File: config.mk
export PLATFORM = sky130hd
export DESIGN_NAME = cache_burst_controller
export DESIGN_NICKNAME = d
export VERILOG_FILES = /design/src/rtl/cache_burst_controller.sv
export SDC_FILE = /design/constraint.sdc
export NUM_CORES = 1
export LEC_CHECK = 0
export ABC_AREA = 1
export BUFFER_PORTS_ARGS = -buffer_cell sky130_fd_sc_hd__buf_4
export CAP_MARGIN = 20
export CELL_PAD_IN_SITES_DETAIL_PLACEMENT = 0
export CELL_PAD_IN_SITES_GLOBAL_PLACEMENT = 1
export CORE_MARGIN = 2
export CORE_UTILIZATION = 40
export CTS_CLUSTER_DIAMETER = 30
export DETAILED_ROUTE_END_ITERATION = 8
export PLACE_DENSITY_LB_ADDON = 0.1
export SETUP_SLACK_MARGIN = 0.3
export SYNTH_ARGS = -nofsm -noshare
export SYNTH_HDL_FRONTEND = slang
export SYNTH_SLANG_ARGS = --single-unit
File: constraint.sdc
create_clock -name clk_i -period 3.9 [get_ports clk_i]
set_input_delay 0.195 -clock clk_i [delete_from_list [all_inputs] [get_ports clk_i]]
set_output_delay 0.195 -clock clk_i [all_outputs]
set_load 0.005 [all_outputs]
File: src/rtl/cache_burst_controller.sv
// cache_burst_controller
//   Control FSM for a write-back, line-refill cache. It looks up a load or store
//   request. It writes back a dirty victim line and refills the line word by
//   word from memory. It then replays the request. It also counts misses and
//   completed writebacks.
//
// Ports
//   clk_i        sole clock, rising edge
//   rst_i        synchronous active-high reset
//   rd_i, wr_i   LSU load / store request (held while stall_o=1; both set = store)
//   hit_i        tag match & valid for the indexed line
//   dirty_i      dirty bit of the indexed line
//   mem_ack_i    memory accepted / returned one word this cycle
//   stall_o      pipeline freeze
//   mem_req_o    word transfer request to memory
//   mem_we_o     1 = writeback word, 0 = refill read
//   word_idx_o   word offset of the current burst beat
//   data_we_o    write one word into the line (store hit or refill beat)
//   fill_sel_o   data_we_o source: 1 = memory word, 0 = LSU store data
//   tag_we_o     write tag and set valid for the indexed line
//   dirty_set_o  set the dirty bit of the indexed line
//   dirty_clr_o  clear the dirty bit of the indexed line
//   miss_cnt_o   saturating count of detected misses
//   wb_cnt_o     saturating count of completed dirty-line writebacks
module cache_burst_controller #(
  parameter  int WORDS_PER_LINE = 4,
  parameter  int CNT_W          = 16,
  localparam int IDX_W          = (WORDS_PER_LINE > 1) ? $clog2(WORDS_PER_LINE) : 1
) (
  input  logic             clk_i,
  input  logic             rst_i,
  input  logic             rd_i,
  input  logic             wr_i,
  input  logic             hit_i,
  input  logic             dirty_i,
  input  logic             mem_ack_i,
  output logic             stall_o,
  output logic             mem_req_o,
  output logic             mem_we_o,
  output logic [IDX_W-1:0] word_idx_o,
  output logic             data_we_o,
  output logic             fill_sel_o,
  output logic             tag_we_o,
  output logic             dirty_set_o,
  output logic             dirty_clr_o,
  output logic [CNT_W-1:0] miss_cnt_o,
  output logic [CNT_W-1:0] wb_cnt_o
);

  typedef enum logic [2:0] {
    S_IDLE,
    S_LOOKUP,
    S_WB,
    S_FILL,
    S_UPDATE
  } state_t;

  localparam logic [IDX_W-1:0] LAST_BEAT = IDX_W'(WORDS_PER_LINE - 1);

  state_t           r_state;
  state_t           w_next_state;
  logic [IDX_W-1:0] r_beat;
  logic [CNT_W-1:0] r_miss_cnt;
  logic [CNT_W-1:0] r_wb_cnt;
  logic             w_beat_clr;
  logic             w_beat_inc;
  logic             w_miss_inc;
  logic             w_wb_inc;
  logic             w_last_beat;

  assign w_last_beat = (r_beat == LAST_BEAT);

  // NOTE: every signal written here gets a default first, so no path through
  // the case leaves one unassigned and no latch is inferred.
  always_comb begin
    w_next_state = r_state;
    w_beat_clr   = 1'b0;
    w_beat_inc   = 1'b0;
    w_miss_inc   = 1'b0;
    w_wb_inc     = 1'b0;
    stall_o      = 1'b0;
    mem_req_o    = 1'b0;
    mem_we_o     = 1'b0;
    data_we_o    = 1'b0;
    fill_sel_o   = 1'b0;
    tag_we_o     = 1'b0;
    dirty_set_o  = 1'b0;
    dirty_clr_o  = 1'b0;

    case (r_state)
      S_IDLE: begin
        if (rd_i || wr_i) begin
          stall_o      = 1'b1;
          w_next_state = S_LOOKUP;
        end
      end

      S_LOOKUP: begin
        if (hit_i) begin
          // wr_i alone decides store vs load, so rd_i&wr_i behaves as a store.
          data_we_o    = wr_i;
          dirty_set_o  = wr_i;
          w_next_state = S_IDLE;
        end else begin
          stall_o      = 1'b1;
          w_miss_inc   = 1'b1;
          w_beat_clr   = 1'b1;
          w_next_state = dirty_i ? S_WB : S_FILL;
        end
      end

      S_WB: begin
        stall_o   = 1'b1;
        mem_req_o = 1'b1;
        mem_we_o  = 1'b1;
        if (mem_ack_i) begin
          if (w_last_beat) begin
            w_beat_clr   = 1'b1;
            w_wb_inc     = 1'b1;
            w_next_state = S_FILL;
          end else begin
            w_beat_inc = 1'b1;
          end
        end
      end

      S_FILL: begin
        stall_o   = 1'b1;
        mem_req_o = 1'b1;
        if (mem_ack_i) begin
          data_we_o  = 1'b1;
          fill_sel_o = 1'b1;
          // Clearing on the last beat keeps word_idx_o at 0 outside bursts,
          // including the single-word-line case where +1 would not wrap to 0.
          if (w_last_beat) begin
            w_beat_clr   = 1'b1;
            w_next_state = S_UPDATE;
          end else begin
            w_beat_inc = 1'b1;
          end
        end
      end

      S_UPDATE: begin
        stall_o      = 1'b1;
        tag_we_o     = 1'b1;
        dirty_clr_o  = 1'b1;
        w_next_state = S_LOOKUP;
      end

      default: w_next_state = S_IDLE;
    endcase
  end

  // NOTE: sequential state uses non-blocking assignments only, so every
  // register samples pre-edge values regardless of statement order.
  always_ff @(posedge clk_i) begin
    if (rst_i) begin
      r_state    <= S_IDLE;
      r_beat     <= '0;
      r_miss_cnt <= '0;
      r_wb_cnt   <= '0;
    end else begin
      r_state <= w_next_state;
      if (w_beat_clr) begin
        r_beat <= '0;
      end else if (w_beat_inc) begin
        r_beat <= r_beat + IDX_W'(1);
      end
      // Counters saturate at all-ones rather than wrapping.
      if (w_miss_inc && (r_miss_cnt != '1)) begin
        r_miss_cnt <= r_miss_cnt + CNT_W'(1);
      end
      if (w_wb_inc && (r_wb_cnt != '1)) begin
        r_wb_cnt <= r_wb_cnt + CNT_W'(1);
      end
    end
  end

  assign word_idx_o = r_beat;
  assign miss_cnt_o = r_miss_cnt;
  assign wb_cnt_o   = r_wb_cnt;

endmodule

==> results of run 1 <==
==> per-stage QoR <==
stage	utilization, %	area (µm²)	power (W)	cells	setup slack (ns)
finish	51.6	2670	0.000850	469	1.89
global route	51.6	2670	0.000899	469	1.56
CTS	51.6	2670	0.000865	469	1.89
detailed placement	49.7	2570	0.000561	461	1.92
global placement	49.7	2570	0.000559	461	1.94
floorplan	-	2170	0.000503	350	2.46
==> registers in the layout (all words and copies together), names as in the netlist <==
name,flops
r_state,3
miss_cnt_o,16
wb_cnt_o,16
word_idx_o,2
==> cells by family after synthesis <==
| group | count (synthesis) | synth area share, % |
|---|---|---|
| fa+ha+maj | 3 | 1.73 |
| simple gates | 233 | 46.7 |
| buf+inv | 40 | 7.80 |
| flops | 37 | 34.2 |
| compound gates | 35 | 8.72 |
| xor+xnor | 2 | 0.809 |
==> worst max path at each step <==
stage | slack, ns | endpoint
6_report | 1.89 | wb_cnt_o[13]$_SDFFE_PP0P_
3_3_place_gp | 1.94 | wb_cnt_o[11]$_SDFFE_PP0P_
5_1_grt | 1.56 | wb_cnt_o[9]$_SDFFE_PP0P_
2_1_floorplan | 2.46 | miss_cnt_o[10]$_SDFFE_PP0P_
3_5_place_dp | 1.92 | wb_cnt_o[10]$_SDFFE_PP0P_
4_1_cts | 1.89 | wb_cnt_o[9]$_SDFFE_PP0P_
==> cells in the final DEF, fill, tap and decap left out, drive strengths merged <==
cell type,Yosys,layout
nand2,96,96
nor2,95,95
buf,6,48
dfxtp,37,37
inv,33,33
nand3,32,32
a21oi,21,21
clkbuf,1,7
o21ai,7,7
nor3,6,6
o211ai,3,3
ha,3,3
nand4,3,3
a31oi,2,2
o22ai,1,1
o21a,1,1
xnor2,1,1
xor2,1,1
nand3b,1,1
clkinv,0,1
==> metal layers <==
| layer | global-route usage (%) | routed length (µm) |
|---|---|---|
| met5 | 0 | 0 |
| met4 | 4.82 | 60 |
| met3 | 4.19 | 256 |
| met2 | 26.4 | 2200 |
| met1 | 25.5 | 2690 |
==> report_power, final <==
part | switching, W | internal [W]
Combinational | 0.0000788 | 0.0000621
Clock | 0.000139 | 0.000160
Sequential | 0.0000185 | 0.000392
==> worst max-delay path, cell delays in order, from the launching register on <==
cell	delay, ns
dfxtp_1	0.39
ha_1	0.19
inv_1	0.06
nor2_2	0.16
nand4_1	0.66
a21oi_1	0.37
nor2_1	0.07
==> layout make-up <==
class | instances | area [µm²] | share of cell area (%)
Clock inverter | 1 | 5.00 | 0.187
Tap cell | 70 | 87.6 | 3.28
Inverter | 33 | 124 | 4.64
Sequential cell | 37 | 741 | 27.7
Clock buffer | 7 | 96.3 | 3.61
Multi-Input combinational cell | 273 | 1260 | 47.0
Timing Repair Buffer | 48 | 360 | 13.5
==> results.py, run 1 <==
metrics = {
    "global_route": {
        "overflow": 0,
        "grtUsageTotal_pct": 17.7,
        "grt_max_degree": 31,
        "grt_pass1_vias": 1907,
        "grt_pass1_wl_mm": 8.76,
        "antenna_found_initial": 0,
    },
    "critical_path": {
        "r2r_cells": 6,
        "cp.required_ns": 4.08,
        "cp-startpoint": "wb_cnt_o[0]$_SDFFE_PP0P_",
        "critical_path_class": "reg -> reg",
        "critPathLaunchType": "flip-flop",
        "worstSetupEndpointType": "flip-flop",
        "r2r-end": "wb_cnt_o[13]$_SDFFE_PP0P_",
        "cp.arrival_ns": 2.19,
        "worst_r2r_startpoint": "wb_cnt_o[0]$_SDFFE_PP0P_",
        "crit_fanout": 21,
        "r2r_slack_ns": 1.89,
    },
    "route": {
        "routedWlPerCell_um": 11.1,
        "drc_errors": 0,
        "dr.pass1.iters": 4,
        "drt_iter0_markers": 104,
        "vias": 2252,
        "routed_via_density": 4.80,
        "routed_wl_mm": 5.20,
        "ant_nets": 0,
    },
    "yosys": {
        "synth_enable_flop_cells": 0,
        "yosysMostFrequentCell": "nand2_1",
        "netlist_area_um2": 2170,
        "synthFlopType": "dfxtp_1",
        "syn_area_per_cell_um2": 6.19,
        "ys_top_cells_by_count": "nand2_1 (91), nor2_1 (85), dfxtp_1 (37), nand3_1 (32), inv_1 (29)",
        "synth_top_cell_by_area": "dfxtp_1",
        "synth_nets": 360,
        "synth-async-reset-ratio_pct": 0,
        "synthTopCellsByArea": "dfxtp_1 (34%), nand2_1 (16%), nor2_1 (15%), nand3_1 (7.4%), inv_1 (5.0%)",
        "yosys_warnings": 0,
        "ys_types": 28,
        "syn_inst": 350,
        "ys_seq_area_share_pct": 34.2,
        "synth_top_area_share_pct": 34.2,
        "ys_ff_latch": 37,
    },
    "clock_network": {
        "cts_buffer_depth": 2,
        "clock-sinks": 37,
        "cts_hold_buffers": 0,
        "htreeDepth": 2,
        "clock_latency_ns": 0.29,
        "cts_made_buffers": 5,
        "cts_resized": 0,
        "clkTransAtPathRegs_ns": 0.08,
        "post_cts_buffers": 0,
        "cts-root-buf": "clkbuf_8",
        "cts_tree": "done",
    },
    "cells_and_area": {
        "nets": 408,
        "antenna_cells": 0,
        "area_growth_pct": 23.3,
        "n_fill_cell": 572,
        "drive_gt1_share_pct": 19.0,
    },
    "timing": {
        "fin_crit_ns": 2.01,
        "tightest_slew_ns": 0.934,
        "fin_hold_ws_ns": 0.115,
        "skew_ns": 0.00527,
        "fin_crit_sh_pct": 51.5,
        "max_freq_mhz": 498,
        "slew_violations": 0,
        "rsz0062_at_grt": "false",
        "hold_violations": 0,
        "relSlewSlack_pct": 37.7,
        "final.setup.tns_ns": 0,
        "setup_viol": 0,
    },
    "pwr": {
        "p_leak_nw": 1.18,
        "peakVddDrop_uv": 138,
        "pwr_density_cell_nw_per_um2": 318,
    },
    "floorplan": {
        "io_pins": 49,
        "die_h_um": 77.6,
        "core_um2": 5170,
        "start_util_pct": 41.9,
        "rows": 26,
        "dieArea_um2": 6020,
        "fp.dieW_um": 77.6,
    },
    "run": {
        "maxCapViolations": 0,
    },
    "min_path": {
        "hp-class": "in -> reg",
        "whs_endpoint": "wb_cnt_o[8]$_SDFFE_PP0P_",
        "whs_path_depth": 2,
        "worstHoldStart": "rst_i",
    },
    "placement": {
        "place.gp.congestion": 0.794,
        "numPortBuffers": 48,
        "dp_hpwl_mm": 3.90,
    },
    "status": {
        "status": "completed",
    },
}
Note: power is estimated with default switching activity, not from simulation.
==> run 2: changes to the inputs <==
CORE_UTILIZATION = 33   (was 40)
clock period = 1.7 ns   (was 3.9 ns; I/O delays follow)
==> run 2 against run 1 <==
  * Sequential share of layout area fell by 3.1 points
  * Die area up 20%
  * Setup slack got worse by 1.6 ns
  * Clock power increased by 120%
  * Combinational power rose to 2.8 times the previous value
  * Cell count up 7.0%
  * Cell area grew 20%
  * Critical endpoint is now miss_cnt_o[10]$_SDFFE_PP0P_
==> results.py, run 2 (same netlist as run 1, synthesis figures left out) <==
metrics = {
    "status": {
        "status": "completed",
    },
    "floorplan": {
        "die_h_um": 85.0,
        "core_um2": 6350,
        "io_pins": 49,
        "dieArea_um2": 7230,
        "start_util_pct": 34.1,
        "fp.dieW_um": 85.0,
        "rows": 29,
    },
    "timing": {
        "fin_crit_ns": 1.41,
        "final.setup.tns_ns": 0,
        "slew_violations": 0,
        "tightest_slew_ns": 0.267,
        "fin_crit_sh_pct": 82.8,
        "relSlewSlack_pct": 82.2,
        "rsz0062_at_grt": "true",
        "skew_ns": 0.00794,
        "setup_viol": 0,
        "hold_violations": 0,
        "max_freq_mhz": 710,
    },
    "critical_path": {
        "crit_fanout": 5,
        "cp_common_cell": "nand2_1",
        "worst_r2r_startpoint": "miss_cnt_o[6]$_SDFFE_PP0P_",
        "critPathLaunchType": "flip-flop",
        "r2r-end": "miss_cnt_o[10]$_SDFFE_PP0P_",
        "path_cells": "nand2_1 > nor2_4 > nand2_4 > buf_4 > nor3_4 > nand3_1 > nand2_1 > nor2_1",
        "r2r_slack_ns": 0.29,
        "r2r_cells": 8,
        "worstSetupEndpointType": "flip-flop",
        "slowest_stage": "dfxtp_1",
        "cp.arrival_ns": 1.60,
        "worst_path_largest_cell_delay_ns": 0.40,
        "critical_path_class": "reg -> reg",
        "cp.required_ns": 1.89,
    },
    "min_path": {
        "whs_path_depth": 4,
        "hp-class": "in -> reg",
        "whs_endpoint": "r_state[1]$_SDFFE_PP0P_",
        "worstHoldStart": "mem_ack_i",
    },
    "cells_and_area": {
        "finalNonFillerCells": 502,
        "final_cell_mix": "nand2_1 (81), buf_4 (71), nor2_1 (64), inv_1 (28), dfxtp_2 (26)",
        "area_growth_pct": 47.8,
        "final_common_cell": "nand2_1",
        "antenna_cells": 0,
        "drive_gt1_share_pct": 43.5,
        "fin_area_um2": 3200,
        "n_fill_cell": 672,
        "nets": 435,
    },
    "route": {
        "routed_via_density": 4.76,
        "routedWlPerCell_um": 12.2,
        "vias": 2392,
        "dr.pass1.iters": 4,
        "drc_errors": 0,
        "routed_wl_mm": 6.12,
        "drt_iter0_markers": 75,
        "ant_nets": 0,
    },
    "clock_network": {
        "cts_made_buffers": 5,
        "cts_buffer_depth": 2,
        "htreeDepth": 2,
        "clock_latency_ns": 0.29,
        "clock-sinks": 37,
        "cts-root-buf": "clkbuf_8",
        "cts_tree": "done",
        "clkTransAtPathRegs_ns": 0.08,
    },
    "global_route": {
        "overflow": 0,
        "grt_pass1_vias": 2096,
        "grt_max_degree": 17,
        "grt_pass1_wl_mm": 9.66,
        "grtUsageTotal_pct": 16.4,
        "antenna_found_initial": 0,
    },
    "run": {
        "maxCapViolations": 0,
    },
    "pwr": {
        "switching_power_w": 0.000590,
        "p_int_w": 0.00140,
        "seq_power_share_pct": 47.7,
        "p_leak_nw": 1.41,
        "combPwrFrac_pct": 19.9,
        "pwr_density_cell_nw_per_um2": 623,
        "clock_power_share_pct": 32.4,
        "peakVddDrop_uv": 364,
        "switching_share_pct": 29.6,
    },
    "placement": {
        "placed_area_um2": 2640,
        "numPortBuffers": 48,
        "place_inst": 476,
        "place.gp.congestion": 0.814,
        "dp_hpwl_mm": 4.27,
    },
}
[run 2: cell types whose count changed in the layout (fill, tap and decap cells not counted), sizes merged]
cell / before / now
dlygate4sd3: 0 / 1
buf: 48 / 73
[run 2: power by group through the flow]
stage / Sequential [W] / Combinational, W / Clock [W]
after floorplan: 0.000956 / 0.000201 / 0
after global placement: 0.000962 / 0.000341 / 0
after detailed placement: 0.000961 / 0.000340 / 0
after CTS: 0.000946 / 0.000356 / 0.000668
after global routing: 0.000956 / 0.000447 / 0.000711
final: 0.000951 / 0.000397 / 0.000645
[run 2: timing repair]
| action | 4_1_cts | 5_1_grt |
|---|---|---|
| gates cloned | 2 | 1 |
| hold endpoints to repair | 1 | 0 |
| pin swaps | 3 | 25 |
| buffers inserted | 3 | 12 |
| gates resized for setup | 32 | 78 |
| hold buffers | 1 | 0 |
| setup endpoints to repair | 29 | 34 |
[run 2: metal layers]
| layer | up-vias | global-route usage, % | share of wire [%] |
|---|---|---|---|
| met5 | - | 0 | 0 |
| met4 | 0 | 4.91 | 0.85 |
| met3 | 5 | 3.21 | 4.0 |
| met2 | 47 | 26.6 | 47 |
| met1 | 1079 | 22.1 | 48 |
| li1 | 1261 | - | - |
[run 2: final cells by class]
cell class,count,area (µm²),area share [%]
multi-input cells,273,1530,47.7
repair buffers,74,566,17.7
clock buffers,7,86.3,2.70
inverters,33,131,4.10
flip-flops and latches,37,788,24.6
well taps,77,96.3,3.01
repair inverters,1,6.26,0.195
[run 2: critical path, delay by kind of cell (launching register included)]
family                 cells  cell delay (ns)
buffers and inverters      1             0.16
DFF                        1             0.40
and+or+nand+nor            7             0.74
[run 2: worst max path at each step]
stage | start | to | slack [ns] | cells after the start
finish | miss_cnt_o[6]$_SDFFE_PP0P_ | miss_cnt_o[10]$_SDFFE_PP0P_ | 0.29 | 8
global route | r_state[1]$_SDFFE_PP0P_ | miss_cnt_o[15]$_SDFFE_PP0P_ | 0.19 | 8
CTS | word_idx_o[0]$_SDFFE_PP0P_ | wb_cnt_o[15]$_SDFFE_PP0P_ | 0.27 | 8
detailed placement | word_idx_o[0]$_SDFFE_PP0P_ | wb_cnt_o[15]$_SDFFE_PP0P_ | 0.19 | 8
global placement | word_idx_o[0]$_SDFFE_PP0P_ | wb_cnt_o[15]$_SDFFE_PP0P_ | 0.16 | 8
floorplan | miss_cnt_o[0]$_SDFFE_PP0P_ | miss_cnt_o[10]$_SDFFE_PP0P_ | 0.32 | 9
[run 2: through the flow]
| step | hold slack (ns) | utilization [%] | setup slack, ns | total power (W) |
|---|---|---|---|---|
| 5_1_grt | 0.201 | 50.4 | 0.186 | 0.00211 |
| 3_3_place_gp | 0.319 | 41.6 | 0.161 | 0.00130 |
| 4_1_cts | 0.177 | 45.1 | 0.272 | 0.00197 |
| 3_5_place_dp | 0.317 | 41.6 | 0.186 | 0.00130 |
| 6_report | 0.174 | 50.4 | 0.292 | 0.00199 |
| 2_1_floorplan | 0.154 | - | 0.323 | 0.00116 |
==> run 3: changes to the inputs <==
ABC_AREA = 0   (was 1)
CORE_UTILIZATION = 39   (was 33)
clock period = 1.48 ns   (was 1.7 ns; I/O delays follow)
==> run 3 against run 2 <==
  * Wire length rose by 22%
  * Core utilization grew 27 points
  * Largest power group unchanged
  * Clock skew increased by 0.0017 ns
  * The flow now finishes with violations (negative setup slack)
  * Highest routed layer unchanged
  * Power up 2.1%
  * Synthesized cell count down 31%
  * Largest cell class unchanged
==> results.py, run 3 <==
metrics = {
    "status": {
        "status": "finished with violations",
        "violations": "negative setup slack",
    },
    "critical_path": {
        "r2r_cells": 4,
        "crit_fanout": 8,
        "r2r_slack_ns": -0.46,
        "cp.required_ns": 1.71,
        "cp-startpoint": "r_state[1]$_SDFFE_PP0P_",
        "critPathLaunchType": "flip-flop",
        "worst_path_largest_cell_delay_ns": 0.53,
        "r2r-end": "miss_cnt_o[11]$_SDFFE_PP0P_",
        "endpoint": "miss_cnt_o[11]$_SDFFE_PP0P_",
        "slowest_stage": "or4b_4",
        "worst_r2r_startpoint": "r_state[1]$_SDFFE_PP0P_",
        "cp.arrival_ns": 2.17,
        "worstSetupEndpointType": "flip-flop",
        "critical_path_class": "reg -> reg",
        "path_cells": "or4b_4 > or3_4 > or4_4 > a21oi_2",
    },
    "timing": {
        "slew_violations": 0,
        "setup_viol": 38,
        "tightest_slew_ns": 0.380,
        "worst_slack_ns": -0.463,
        "rsz0062_at_grt": "true",
        "relSlewSlack_pct": 74.6,
        "max_freq_mhz": 515,
        "fin_crit_sh_pct": 131,
        "hold_violations": 0,
        "fin_crit_ns": 1.94,
        "skew_ns": 0.00964,
    },
    "placement": {
        "place.gp.congestion": 0.817,
        "place_inst": 431,
        "dp_hpwl_mm": 4.49,
        "placed_area_um2": 3140,
        "numPortBuffers": 48,
    },
    "yosys": {
        "syn_area_per_cell_um2": 8.22,
        "yosys_warnings": 0,
        "ys_ff_latch": 37,
        "synth_nets": 253,
        "synth_top_area_share_pct": 37.1,
        "yosysMostFrequentCell": "dfxtp_1",
        "ys_seq_area_share_pct": 37.1,
        "synth_enable_flop_cells": 0,
        "ys_top_cells_by_count": "dfxtp_1 (37), a21oi_1 (24), nand4_1 (15), o31ai_1 (14), or4_1 (13)",
        "ys_types": 35,
        "netlist_area_um2": 2000,
        "syn_inst": 243,
        "synth-async-reset-ratio_pct": 0,
        "synthFlopType": "dfxtp_1",
        "synthTopCellsByArea": "dfxtp_1 (37%), a21oi_1 (6.0%), o31ai_1 (5.3%), or4_1 (4.9%), nand4_1 (4.7%)",
        "synth_top_cell_by_area": "dfxtp_1",
    },
    "global_route": {
        "grtUsageTotal_pct": 25.1,
        "grt_pass1_wl_mm": 11.0,
        "grt_pass1_vias": 2382,
        "grt_max_degree": 34,
        "antenna_found_initial": 0,
        "overflow": 0,
    },
    "pwr": {
        "switching_power_w": 0.000528,
        "clock_power_share_pct": 34.6,
        "p_leak_nw": 1.56,
        "switching_share_pct": 26.0,
        "combPwrFrac_pct": 15.6,
        "seq_power_share_pct": 49.8,
        "peakVddDrop_uv": 501,
        "pwr_density_cell_nw_per_um2": 524,
        "p_int_w": 0.00151,
    },
    "clock_network": {
        "clock-sinks": 37,
        "cts_made_buffers": 5,
        "htreeDepth": 2,
        "cts-root-buf": "clkbuf_8",
        "cts_hold_buffers": 0,
        "clkTransAtPathRegs_ns": 0.08,
        "clock_latency_ns": 0.29,
        "cts_buffer_depth": 2,
        "cts_tree": "done",
    },
    "cells_and_area": {
        "final_common_cell": "buf_4",
        "final_cell_mix": "buf_4 (120), buf_6 (33), dfxtp_1 (28), a21oi_1 (20), nand4_1 (15)",
        "area_growth_pct": 94.2,
        "antenna_cells": 0,
        "fin_area_um2": 3880,
        "fin_util_pct": 77.4,
        "nets": 406,
        "finalNonFillerCells": 467,
        "drive_gt1_share_pct": 57.7,
    },
    "min_path": {
        "hp-class": "in -> reg",
    },
    "floorplan": {
        "start_util_pct": 39.9,
        "io_pins": 49,
        "dieArea_um2": 5710,
        "core_um2": 5010,
        "rows": 26,
        "die_h_um": 75.6,
        "fp.dieW_um": 75.6,
    },
    "run": {
        "maxCapViolations": 0,
    },
    "route": {
        "dr.pass1.iters": 4,
        "routed_wl_mm": 7.48,
        "drt_iter0_markers": 168,
        "routedWlPerCell_um": 16.0,
        "drc_errors": 0,
        "vias": 2571,
        "routed_via_density": 5.51,
        "ant_nets": 0,
    },
}
==> run 3: kinds of logic (layout without fill, tap and decap cells) <==
logic type / Yosys count / in the layout / synth area share, %
compound gates: 57 / 57 / 17.1
xor+xnor: 1 / 1 / 0.438
fa+ha+maj: 3 / 3 / 1.88
buf+inv: 20 / 174 / 4.07
flops: 37 / 37 / 37.1
mux: 8 / 8 / 4.38
simple gates: 117 / 117 / 35.1
==> run 3: critical path, delay by kind of cell, from the launching register on <==
| kind | cells | cell delay, ns |
|---|---|---|
| AND/OR/NAND/NOR | 3 | 1.42 |
| flip-flops | 1 | 0.33 |
| AO/OA/AOI/OAI | 1 | 0.14 |
==> run 3: power by group through the flow <==
stage	sequential [W]	clock [W]	combinational, W
finish	0.00101	0.000703	0.000318
global route	0.00101	0.000767	0.000336
CTS	0.00101	0.000728	0.000249
detailed placement	0.00103	0	0.000184
global placement	0.00103	0	0.000181
floorplan	0.00104	0	0.0000994
==> run 3: metrics by stage <==
stage / worst slack [ns] / power [W] / setup TNS (ns) / hold WS (ns)
detailed placement: -0.574 / 0.00122 / -9.94 / 0.403
CTS: -0.407 / 0.00199 / -9.24 / 0.181
finish: -0.463 / 0.00203 / -10.08 / 0.198
floorplan: -0.609 / 0.00113 / -5.61 / 0.247
global route: -0.504 / 0.00212 / -12.41 / 0.206
global placement: -0.537 / 0.00121 / -9.10 / 0.416
==> run 3: repair_timing <==
action / in CTS / in global routing
setup endpoints to repair: 43 / 46
setup buffers: 20 / 8
pin swaps: 29 / 19
resized for setup: 47 / 53
==> run 3: worst min path at each step <==
| stage | startpoint | end | slack, ns | depth (start not counted) |
|---|---|---|---|---|
| detailed placement | mem_ack_i | r_state[2]$_SDFFE_PP0P_ | 0.40 | 3 |
| global placement | mem_ack_i | r_state[2]$_SDFFE_PP0P_ | 0.42 | 3 |
| finish | rst_i | miss_cnt_o[13]$_SDFFE_PP0P_ | 0.20 | 2 |
| global route | rst_i | miss_cnt_o[14]$_SDFFE_PP0P_ | 0.21 | 2 |
| CTS | rst_i | miss_cnt_o[13]$_SDFFE_PP0P_ | 0.18 | 2 |
| floorplan | rst_i | miss_cnt_o[1]$_SDFFE_PP0P_ | 0.25 | 2 |
==> run 3: final cells by class <==
| class | count | area, µm² |
|---|---|---|
| sequential | 37 | 757 |
| clock buffer | 6 | 72.6 |
| multi-input combinational | 186 | 1560 |
| fill | 370 | 1130 |
| inverter | 8 | 32.5 |
| timing repair buffer | 158 | 1360 |
| tap | 70 | 87.6 |
| clock inverter | 2 | 10.0 |
==> run 3: per-layer routing <==
layer  wire [µm]  vias to the layer above  GRT usage [%]
met5           0                        -              0
met2        3910                       58           42.6
met3         244                       15           4.23
li1            -                     1241              -
met4         174                        0           8.77
met1        3150                     1257           32.1
